<file path="config.mk">
export PLATFORM = sky130hd
export DESIGN_NAME = pipe_ctrl_unit
export DESIGN_NICKNAME = d
export VERILOG_FILES = /design/src/rtl/pipe_ctrl_pkg.sv /design/src/rtl/pipe_ctrl_unit_ctrl_decode.sv /design/src/rtl/pipe_ctrl_unit.sv
export SDC_FILE = /design/constraint.sdc
export NUM_CORES = 1
export LEC_CHECK = 0
export CAP_MARGIN = 40
export CORE_ASPECT_RATIO = 1.1
export CORE_MARGIN = 1
export CORE_UTILIZATION = 35
export DETAILED_ROUTE_END_ITERATION = 8
export PLACE_DENSITY = 0.73
export REMOVE_ABC_BUFFERS = 1
export SYNTH_ARGS = -nofsm -noshare
export SYNTH_HDL_FRONTEND = slang
export SYNTH_SLANG_ARGS = --single-unit
</file>
<file path="constraint.sdc">
create_clock -name clk -period 2.4 [get_ports clk]
set_input_delay 0.48 -clock clk [delete_from_list [all_inputs] [get_ports clk]]
set_output_delay 0.48 -clock clk [all_outputs]
set_load 0.01 [all_outputs]
</file>
<file path="src/rtl/pipe_ctrl_pkg.sv">
`default_nettype none
// ============================================================================
// Module   : pipe_ctrl_pkg
// Purpose  : Shared opcodes, control-bundle layout, exception causes and FSM
//            state encoding for the pipelined control unit.
// Revision : 1.0 - initial release
// ============================================================================
package pipe_ctrl_pkg;

  // Opcodes (instr[31:26])
  localparam logic [5:0] OP_RTYPE = 6'd0;
  localparam logic [5:0] OP_J     = 6'd2;
  localparam logic [5:0] OP_JAL   = 6'd3;
  localparam logic [5:0] OP_BEQ   = 6'd4;
  localparam logic [5:0] OP_BNE   = 6'd5;
  localparam logic [5:0] OP_ADDI  = 6'd8;
  localparam logic [5:0] OP_SLTI  = 6'd10;
  localparam logic [5:0] OP_SLTIU = 6'd11;
  localparam logic [5:0] OP_ANDI  = 6'd12;
  localparam logic [5:0] OP_ORI   = 6'd13;
  localparam logic [5:0] OP_LB    = 6'd32;
  localparam logic [5:0] OP_LH    = 6'd33;
  localparam logic [5:0] OP_LW    = 6'd35;
  localparam logic [5:0] OP_LBU   = 6'd36;
  localparam logic [5:0] OP_LHU   = 6'd37;
  localparam logic [5:0] OP_SB    = 6'd40;
  localparam logic [5:0] OP_SH    = 6'd41;
  localparam logic [5:0] OP_SW    = 6'd43;

  // Bundle widths
  localparam int EXE_W = 4;
  localparam int MEM_W = 3;
  localparam int WB_W  = 2;

  // Bundle bit positions: exe={ALUop[1:0],ALUsrc,RegDst}
  localparam int EXE_REGDST = 0;
  localparam int EXE_ALUSRC = 1;
  localparam int EXE_ALUOP  = 2;
  // mem={Branch,MemWrite,MemRead}
  localparam int MEM_MEMREAD  = 0;
  localparam int MEM_MEMWRITE = 1;
  localparam int MEM_BRANCH   = 2;
  // wb={Mem2Reg,RegWrite}
  localparam int WB_REGWRITE = 0;
  localparam int WB_MEM2REG  = 1;

  // Bundle values per instruction class
  localparam logic [EXE_W-1:0] EXE_R   = 4'b1001;
  localparam logic [EXE_W-1:0] EXE_IMM = 4'b1010;
  localparam logic [EXE_W-1:0] EXE_LS  = 4'b0010;
  localparam logic [EXE_W-1:0] EXE_BR  = 4'b0100;
  localparam logic [MEM_W-1:0] MEM_LD  = 3'b001;
  localparam logic [MEM_W-1:0] MEM_ST  = 3'b010;
  localparam logic [MEM_W-1:0] MEM_BR  = 3'b100;
  localparam logic [WB_W-1:0]  WB_ALU  = 2'b01;
  localparam logic [WB_W-1:0]  WB_LD   = 2'b11;

  // Exception causes
  localparam logic [1:0] CAUSE_NONE    = 2'b00;
  localparam logic [1:0] CAUSE_ILLEGAL = 2'b01;
  localparam logic [1:0] CAUSE_RZERO   = 2'b10;

  typedef enum logic [1:0] {
    RUN   = 2'd0,
    DRAIN = 2'd1,
    HALT  = 2'd2
  } state_e;

endpackage
`default_nettype wire

</file>
<file path="src/rtl/pipe_ctrl_unit_ctrl_decode.sv">
`default_nettype none
// ============================================================================
// Module   : ctrl_decode
// Purpose  : Combinational opcode -> control bundle + exception cause decode
//            for the ID stage. Also reports whether rt is a source operand.
// Config   : CTRL_JUMP_EN - decode j/jal as legal and drive jump_o.
// Revision : 1.0 - initial release
// ============================================================================
module ctrl_decode
  import pipe_ctrl_pkg::*;
#(
  parameter int RZERO_EXC = 1
) (
`ifdef CTRL_JUMP_EN
  output logic             jump_o,
`endif
  input  logic [5:0]       op_i,
  input  logic [4:0]       rt_i,
  input  logic [4:0]       rd_i,
  output logic [EXE_W-1:0] exe_o,
  output logic [MEM_W-1:0] mem_o,
  output logic [WB_W-1:0]  wb_o,
  output logic [1:0]       cause_o,
  output logic             uses_rt_o
);

  logic w_wr_zero;

  // Opcode table; illegal opcodes leave the bundle at zero.
  always_comb begin
    exe_o     = '0;
    mem_o     = '0;
    wb_o      = '0;
    cause_o   = CAUSE_NONE;
    uses_rt_o = 1'b0;
    w_wr_zero = 1'b0;
`ifdef CTRL_JUMP_EN
    jump_o    = 1'b0;
`endif
    case (op_i)
      OP_RTYPE: begin
        exe_o     = EXE_R;
        wb_o      = WB_ALU;
        uses_rt_o = 1'b1;
        w_wr_zero = (rd_i == 5'd0);
      end
      OP_ADDI, OP_ANDI, OP_ORI: begin
        exe_o     = EXE_IMM;
        wb_o      = WB_ALU;
        w_wr_zero = (rt_i == 5'd0);
      end
      OP_SLTI, OP_SLTIU: begin
        exe_o = EXE_IMM;
        wb_o  = WB_ALU;
      end
      OP_LB, OP_LW: begin
        exe_o     = EXE_LS;
        mem_o     = MEM_LD;
        wb_o      = WB_LD;
        w_wr_zero = (rt_i == 5'd0);
      end
      OP_LH, OP_LBU, OP_LHU: begin
        exe_o = EXE_LS;
        mem_o = MEM_LD;
        wb_o  = WB_LD;
      end
      OP_SB, OP_SH, OP_SW: begin
        exe_o     = EXE_LS;
        mem_o     = MEM_ST;
        uses_rt_o = 1'b1;
      end
      OP_BEQ, OP_BNE: begin
        exe_o     = EXE_BR;
        mem_o     = MEM_BR;
        uses_rt_o = 1'b1;
      end
`ifdef CTRL_JUMP_EN
      OP_J: begin
        jump_o = 1'b1;
      end
      OP_JAL: begin
        jump_o = 1'b1;
        wb_o   = WB_ALU;   // writes $31, never $0
      end
`endif
      default: begin
        cause_o = CAUSE_ILLEGAL;
      end
    endcase
    if ((RZERO_EXC != 0) && w_wr_zero) begin
      cause_o = CAUSE_RZERO;
    end
  end

endmodule
`default_nettype wire

</file>
<file path="src/rtl/pipe_ctrl_unit.sv">
`default_nettype none
// ============================================================================
// Module   : pipe_ctrl_unit
// Purpose  : ID-stage decode plus ID/EX, EX/MEM, MEM/WB control registers,
//            load-use stall, branch flush and precise-exception FSM
//            (RUN -> DRAIN -> HALT -> RUN on acknowledge).
// Config   : CTRL_JUMP_EN - adds j/jal decode and the id_jump_o output.
// Revision : 1.0 - initial release
// ============================================================================
module pipe_ctrl_unit
  import pipe_ctrl_pkg::*;
#(
  parameter int PC_W      = 32,
  parameter int RZERO_EXC = 1,
  parameter int DRAIN_CYC = 3
) (
  input  logic             clk,
  input  logic             rst_n,
  input  logic [31:0]      id_instr_i,
  input  logic             id_valid_i,
  input  logic [PC_W-1:0]  id_pc_i,
  input  logic             branch_taken_i,
  input  logic             exc_ack_i,
`ifdef CTRL_JUMP_EN
  output logic             id_jump_o,
`endif
  output logic [EXE_W-1:0] ex_exe_o,
  output logic [MEM_W-1:0] mem_mem_o,
  output logic [WB_W-1:0]  wb_wb_o,
  output logic             stall_o,
  output logic             flush_o,
  output logic             exc_req_o,
  output logic [PC_W-1:0]  exc_pc_o,
  output logic [1:0]       exc_cause_o
);

  localparam int              CNT_W    = (DRAIN_CYC > 1) ? $clog2(DRAIN_CYC) : 1;
  localparam logic [CNT_W-1:0] CNT_LAST = CNT_W'(DRAIN_CYC - 1);

  // Instruction fields
  logic [5:0] w_op;
  logic [4:0] w_rs, w_rt, w_rd;
  logic       unused_instr_bits;
  assign w_op = id_instr_i[31:26];
  assign w_rs = id_instr_i[25:21];
  assign w_rt = id_instr_i[20:16];
  assign w_rd = id_instr_i[15:11];
  assign unused_instr_bits = ^id_instr_i[10:0];

  logic [EXE_W-1:0] w_exe;
  logic [MEM_W-1:0] w_mem;
  logic [WB_W-1:0]  w_wb;
  logic [1:0]       w_cause;
  logic             w_uses_rt;

  ctrl_decode #(
    .RZERO_EXC (RZERO_EXC)
  ) u_decode (
`ifdef CTRL_JUMP_EN
    .jump_o    (id_jump_o),
`endif
    .op_i      (w_op),
    .rt_i      (w_rt),
    .rd_i      (w_rd),
    .exe_o     (w_exe),
    .mem_o     (w_mem),
    .wb_o      (w_wb),
    .cause_o   (w_cause),
    .uses_rt_o (w_uses_rt)
  );

  // Stage registers
  logic [EXE_W-1:0] ex_exe_q;
  logic [MEM_W-1:0] ex_mem_q;
  logic [WB_W-1:0]  ex_wb_q;
  logic [4:0]       ex_rt_q;
  logic [MEM_W-1:0] mem_mem_q;
  logic [WB_W-1:0]  mem_wb_q;
  logic [WB_W-1:0]  wb_wb_q;

  // FSM and exception capture
  state_e           state_q, state_d;
  logic [CNT_W-1:0] cnt_q, cnt_d;
  logic [PC_W-1:0]  exc_pc_q;
  logic [1:0]       exc_cause_q;

  logic w_load_use, w_flush, w_stall, w_raise, w_exc_req, w_id_kill;

  // Load in EX whose destination is a source of the ID instruction.
  assign w_load_use = id_valid_i && ex_mem_q[MEM_MEMREAD] && (ex_rt_q != 5'd0) &&
                      ((ex_rt_q == w_rs) || (w_uses_rt && (ex_rt_q == w_rt)));
  assign w_flush    = branch_taken_i;

  // Next-state and stall/raise decisions; flush wins over stall and raise in RUN.
  always_comb begin
    state_d   = state_q;
    cnt_d     = cnt_q;
    w_stall   = 1'b0;
    w_raise   = 1'b0;
    w_exc_req = 1'b0;
    case (state_q)
      RUN: begin
        w_stall = w_load_use && !w_flush;
        w_raise = id_valid_i && !w_flush && !w_load_use && (w_cause != CAUSE_NONE);
        if (w_raise) begin
          state_d = DRAIN;
          cnt_d   = '0;
        end
      end
      DRAIN: begin
        w_stall = 1'b1;
        if (cnt_q == CNT_LAST) begin
          state_d = HALT;
          cnt_d   = '0;
        end else begin
          cnt_d = cnt_q + CNT_W'(1);
        end
      end
      HALT: begin
        w_stall   = 1'b1;
        w_exc_req = 1'b1;
        if (exc_ack_i) begin
          state_d = RUN;
        end
      end
      default: begin
        state_d = RUN;
        cnt_d   = '0;
      end
    endcase
  end

  // A zero bundle enters EX for bubbles, flushes, stalls and the excepting instruction.
  assign w_id_kill = !id_valid_i || w_flush || w_stall || w_raise;

  // FSM state and drain counter.
  always_ff @(posedge clk or negedge rst_n) begin
    if (!rst_n) begin
      state_q <= RUN;
      cnt_q   <= '0;
    end else begin
      state_q <= state_d;
      cnt_q   <= cnt_d;
    end
  end

  // Pipeline control registers ID->EX->MEM->WB.
  always_ff @(posedge clk or negedge rst_n) begin
    if (!rst_n) begin
      ex_exe_q  <= '0;
      ex_mem_q  <= '0;
      ex_wb_q   <= '0;
      ex_rt_q   <= '0;
      mem_mem_q <= '0;
      mem_wb_q  <= '0;
      wb_wb_q   <= '0;
    end else begin
      wb_wb_q <= mem_wb_q;
      if (w_flush) begin
        ex_exe_q  <= '0;
        ex_mem_q  <= '0;
        ex_wb_q   <= '0;
        ex_rt_q   <= '0;
        mem_mem_q <= '0;
        mem_wb_q  <= '0;
      end else begin
        mem_mem_q <= ex_mem_q;
        mem_wb_q  <= ex_wb_q;
        if (w_id_kill) begin
          ex_exe_q <= '0;
          ex_mem_q <= '0;
          ex_wb_q  <= '0;
          ex_rt_q  <= '0;
        end else begin
          ex_exe_q <= w_exe;
          ex_mem_q <= w_mem;
          ex_wb_q  <= w_wb;
          ex_rt_q  <= w_rt;
        end
      end
    end
  end

  // Capture PC and cause of the excepting instruction; held until the next one.
  always_ff @(posedge clk or negedge rst_n) begin
    if (!rst_n) begin
      exc_pc_q    <= '0;
      exc_cause_q <= CAUSE_NONE;
    end else if (w_raise) begin
      exc_pc_q    <= id_pc_i;
      exc_cause_q <= w_cause;
    end
  end

  assign ex_exe_o    = ex_exe_q;
  assign mem_mem_o   = mem_mem_q;
  assign wb_wb_o     = wb_wb_q;
  assign stall_o     = w_stall;
  assign flush_o     = w_flush;
  assign exc_req_o   = w_exc_req;
  assign exc_pc_o    = exc_pc_q;
  assign exc_cause_o = exc_cause_q;

endmodule
`default_nettype wire

</file>
==> flow_summary_export.csv <==
group,metric,value,unit
drt,firstDrtPassIters,6,
power_and_ir_drop,p_leak,1.92,nW
sta,final.period_utilization,1.07,
drt,wl,6410,um
floorplanning,core,7130,um2
cells_and_area,drive_gt1_frac,0.304,
floorplanning,die-area,7820,um2
setup_path,reg2reg_from,"ex_rt_q[1]",
drt,postRouteAntennaNets,0,
grt,grt_pass1_vias,2171,
cells_and_area,nNetsFinal,425,
cells_and_area,syn_to_final_growth,65.9,%
setup_path,crit_fanout,2,
yosys,synth_commonest_cells,"dfrtp_1 (58), mux2_2 (32), and3_1 (10)",
cells_and_area,final_util,0.609,
outcome,status,"finished with violations",
yosys,ys_async_sr_fraction,1.00,
cts,numCtsBuffers,9,
cts,clockRootBuffer,"clkbuf_8",
floorplanning,initial_core_util,0.367,
yosys,synth_flop_cell,"dfrtp_1",
sta,fmax,389,MHz
yosys,yosysSeqAreaShare,0.555,
sta,rsz0062_at_grt,"yes",
yosys,netlist_area,2620,um2
placement,gp_congestion,0.870,
yosys,ys_seq_elements,58,
cells_and_area,final_cells,440,
yosys,synth_top_cell_area_share,0.555,
drt,drt_iter0_markers,89,
grt,antenna_found_initial,0,
yosys,synth_largest_area_cell,"dfrtp_1",
placement,dp_cells,422,
setup_path,regToRegSetupSlack,-0.10,ns
floorplanning,rows,32,
yosys,synth_area_leaders,"dfrtp_1 (56%), mux2_2 (14%), xnor2_1 (2.7%), and3_1 (2.4%), nor2b_1 (2.2%)",
yosys,synth_warnings,0,
yosys,syn_inst,205,
power_and_ir_drop,ir_drop,0.000325,V
setup_path,cp_data_arrival_time,2.09,ns
hold_path,worstHoldPathType,"input pin to asynchronous set/reset pin",
yosys,synth_edf_count,0,
cts,cts_tree,"yes",
setup_path,worstSetupPathType,"input pin to output pin",
drt,vias,2128,
cells_and_area,fillers,584,
cells_and_area,register_area,1450,um2
setup_path,cp_data_required_time,1.92,ns
setup_path,start_kind,"input pin",
cts,ctsHoldBuffers,0,
cells_and_area,multi_input_area,1210,um2
floorplanning,die_w,84.4,um
yosys,synth.most_common_cell,"dfrtp_1",
grt,grt_pass1_wl,10400,um
cts,cts.sinks,58,
yosys,ys_types,39,
sta,setup_viol,46,
power_and_ir_drop,powerDensity,905,nW/um2
floorplanning,io_pins,115,
sta,fin_ws,-0.171,ns
cts,clock_latency,0.33,ns
drt,drc,9,
cts,htreeDepth,3,
cells_and_area,n_antenna_cell,0,
cts,clockBufferDepth,2,
floorplanning,fp.dieH,92.7,um
grt,grt_max_degree,28,
sta,skew,0.00641,ns
setup_path,crit_path_end_kind,"output pin",
sta,worstMarginPinSlew,0.564,ns
drt,viasPerCell,4.84,
flow_run,max_cap_violations,0,
yosys,syn_area_per_cell,12.8,um2
setup_path,r2r-end,"ex_exe_o[1]",
grt,overflow,0,
sta,hold_viol_final,0,
sta,drv_slew,0,
outcome,violations,"design-rule violations, negative setup slack",
placement,dpl.hpwl,4630,um
setup_path,reg2reg_depth,10,
grt,grt_util_all_layers,0.172,
cts,clkSlewWorstSetupHoldPaths,0.06,ns
sta,slew_headroom,0.624,
drt,wl_per_cell,14.6,um
sta,period_needed,2.57,ns
placement,io_buffer_count,103,
-- what timing repair did --
action | CTS | global route
buffers inserted | 4 | 1
gates resized for setup | 25 | 10
pin swaps | 6 | 4
endpoints found under the setup margin | 50 | 51
endpoints found under the hold margin | 0 | 0
-- cell type report --
cell class,instances,share of cell area
clock inverter,4,0.0104
clock buffer,10,0.0294
multi-input combinational,131,0.278
inverter,6,0.00519
timing repair buffer,146,0.318
sequential,58,0.335
tap,85,0.0245
-- state kept, by name (all words and copies together), names as in the netlist --
name and count:
cnt_q 2, ex_exe_o 3, ex_mem_q 3, ex_rt_q 5, ex_wb_q 2, exc_cause_o 2
exc_pc_o 32, mem_mem_o 3, mem_wb_q 2, state_q 2, wb_wb_o 2
-- stage by stage --
step / TNS (ns) / hold slack, ns / setup WS, ns / power [mW] / instance area [um2]
6_report: -2.59 / 0.141 / -0.171 / 3.93 / 4340
3_5_place_dp: -28.59 / 0.338 / -0.787 / 3.06 / 3990
2_1_floorplan: -3.53 / 0.184 / -0.108 / 2.13 / 2560
3_3_place_gp: -29.23 / 0.333 / -0.690 / 3.02 / 3990
5_1_grt: -6.78 / 0.177 / -0.222 / 4.16 / 4340
4_1_cts: -3.09 / 0.141 / -0.167 / 3.95 / 4270
-- report_power, final --
part           leakage [nW]  switching [mW]  total (mW)  internal [mW]
Combinational          1.10           0.629        1.66           1.03
Clock                0.0918           0.348       0.810          0.462
Sequential            0.732           0.161        1.45           1.29
Total                  1.92            1.14        3.93           2.79
-- layout by cell type, fill, tap and decap left out, drive strengths merged, types with 4 or more instances in the layout --
cell type	instances
inv	6
dfrtp	58
and3	10
buf	45
nor2b	9
nand2b	4
mux2	35
xnor2	8
nand3	5
nor2	7
clkdlybuf4s50	97
clkbuf	10
ha	4
a21oi	7
-- worst max-delay path, stage by stage --
cell and delay, ns:
dlygate4sd2_1 0.25, nor2b_4 0.13, or4_4 0.55, a2111oi_4 0.35, o31a_1 0.19, buf_2 0.14
-- per-layer routing --
layer  part of all wire  routed length, um  global-route usage
met1               0.41               2630               0.205
met4              0.022                143              0.0706
met2               0.50               3210               0.291
met3              0.066                425              0.0517
met5                  0                  0                   0
-- how the worst max path moves through the flow --
stage | depth (start not counted) | slack (ns) | start | endpoint
final | 6 | -0.17 | id_instr_i[26] | stall_o
after detailed placement | 6 | -0.79 | id_instr_i[26] | stall_o
after floorplan | 6 | -0.11 | ex_rt_q[1] | exc_pc_o[10]
after global routing | 6 | -0.22 | id_instr_i[25] | stall_o
after global placement | 6 | -0.69 | id_instr_i[26] | stall_o
after CTS | 6 | -0.17 | id_instr_i[25] | stall_o
-- kinds of logic (layout without fill, tap and decap cells) --
kind of cell / Yosys count / count (layout) / synth area share
AOI/OAI and AO/OA: 23 / 23 / 0.0641
xor gates and xnor gates: 11 / 11 / 0.0368
adders and majority gates: 4 / 4 / 0.0191
buffers and inverters: 16 / 166 / 0.0311
DFF: 58 / 58 / 0.555
muxes: 36 / 36 / 0.155
and+or+nand+nor: 57 / 57 / 0.139
Note: power is estimated with default switching activity, not from simulation.
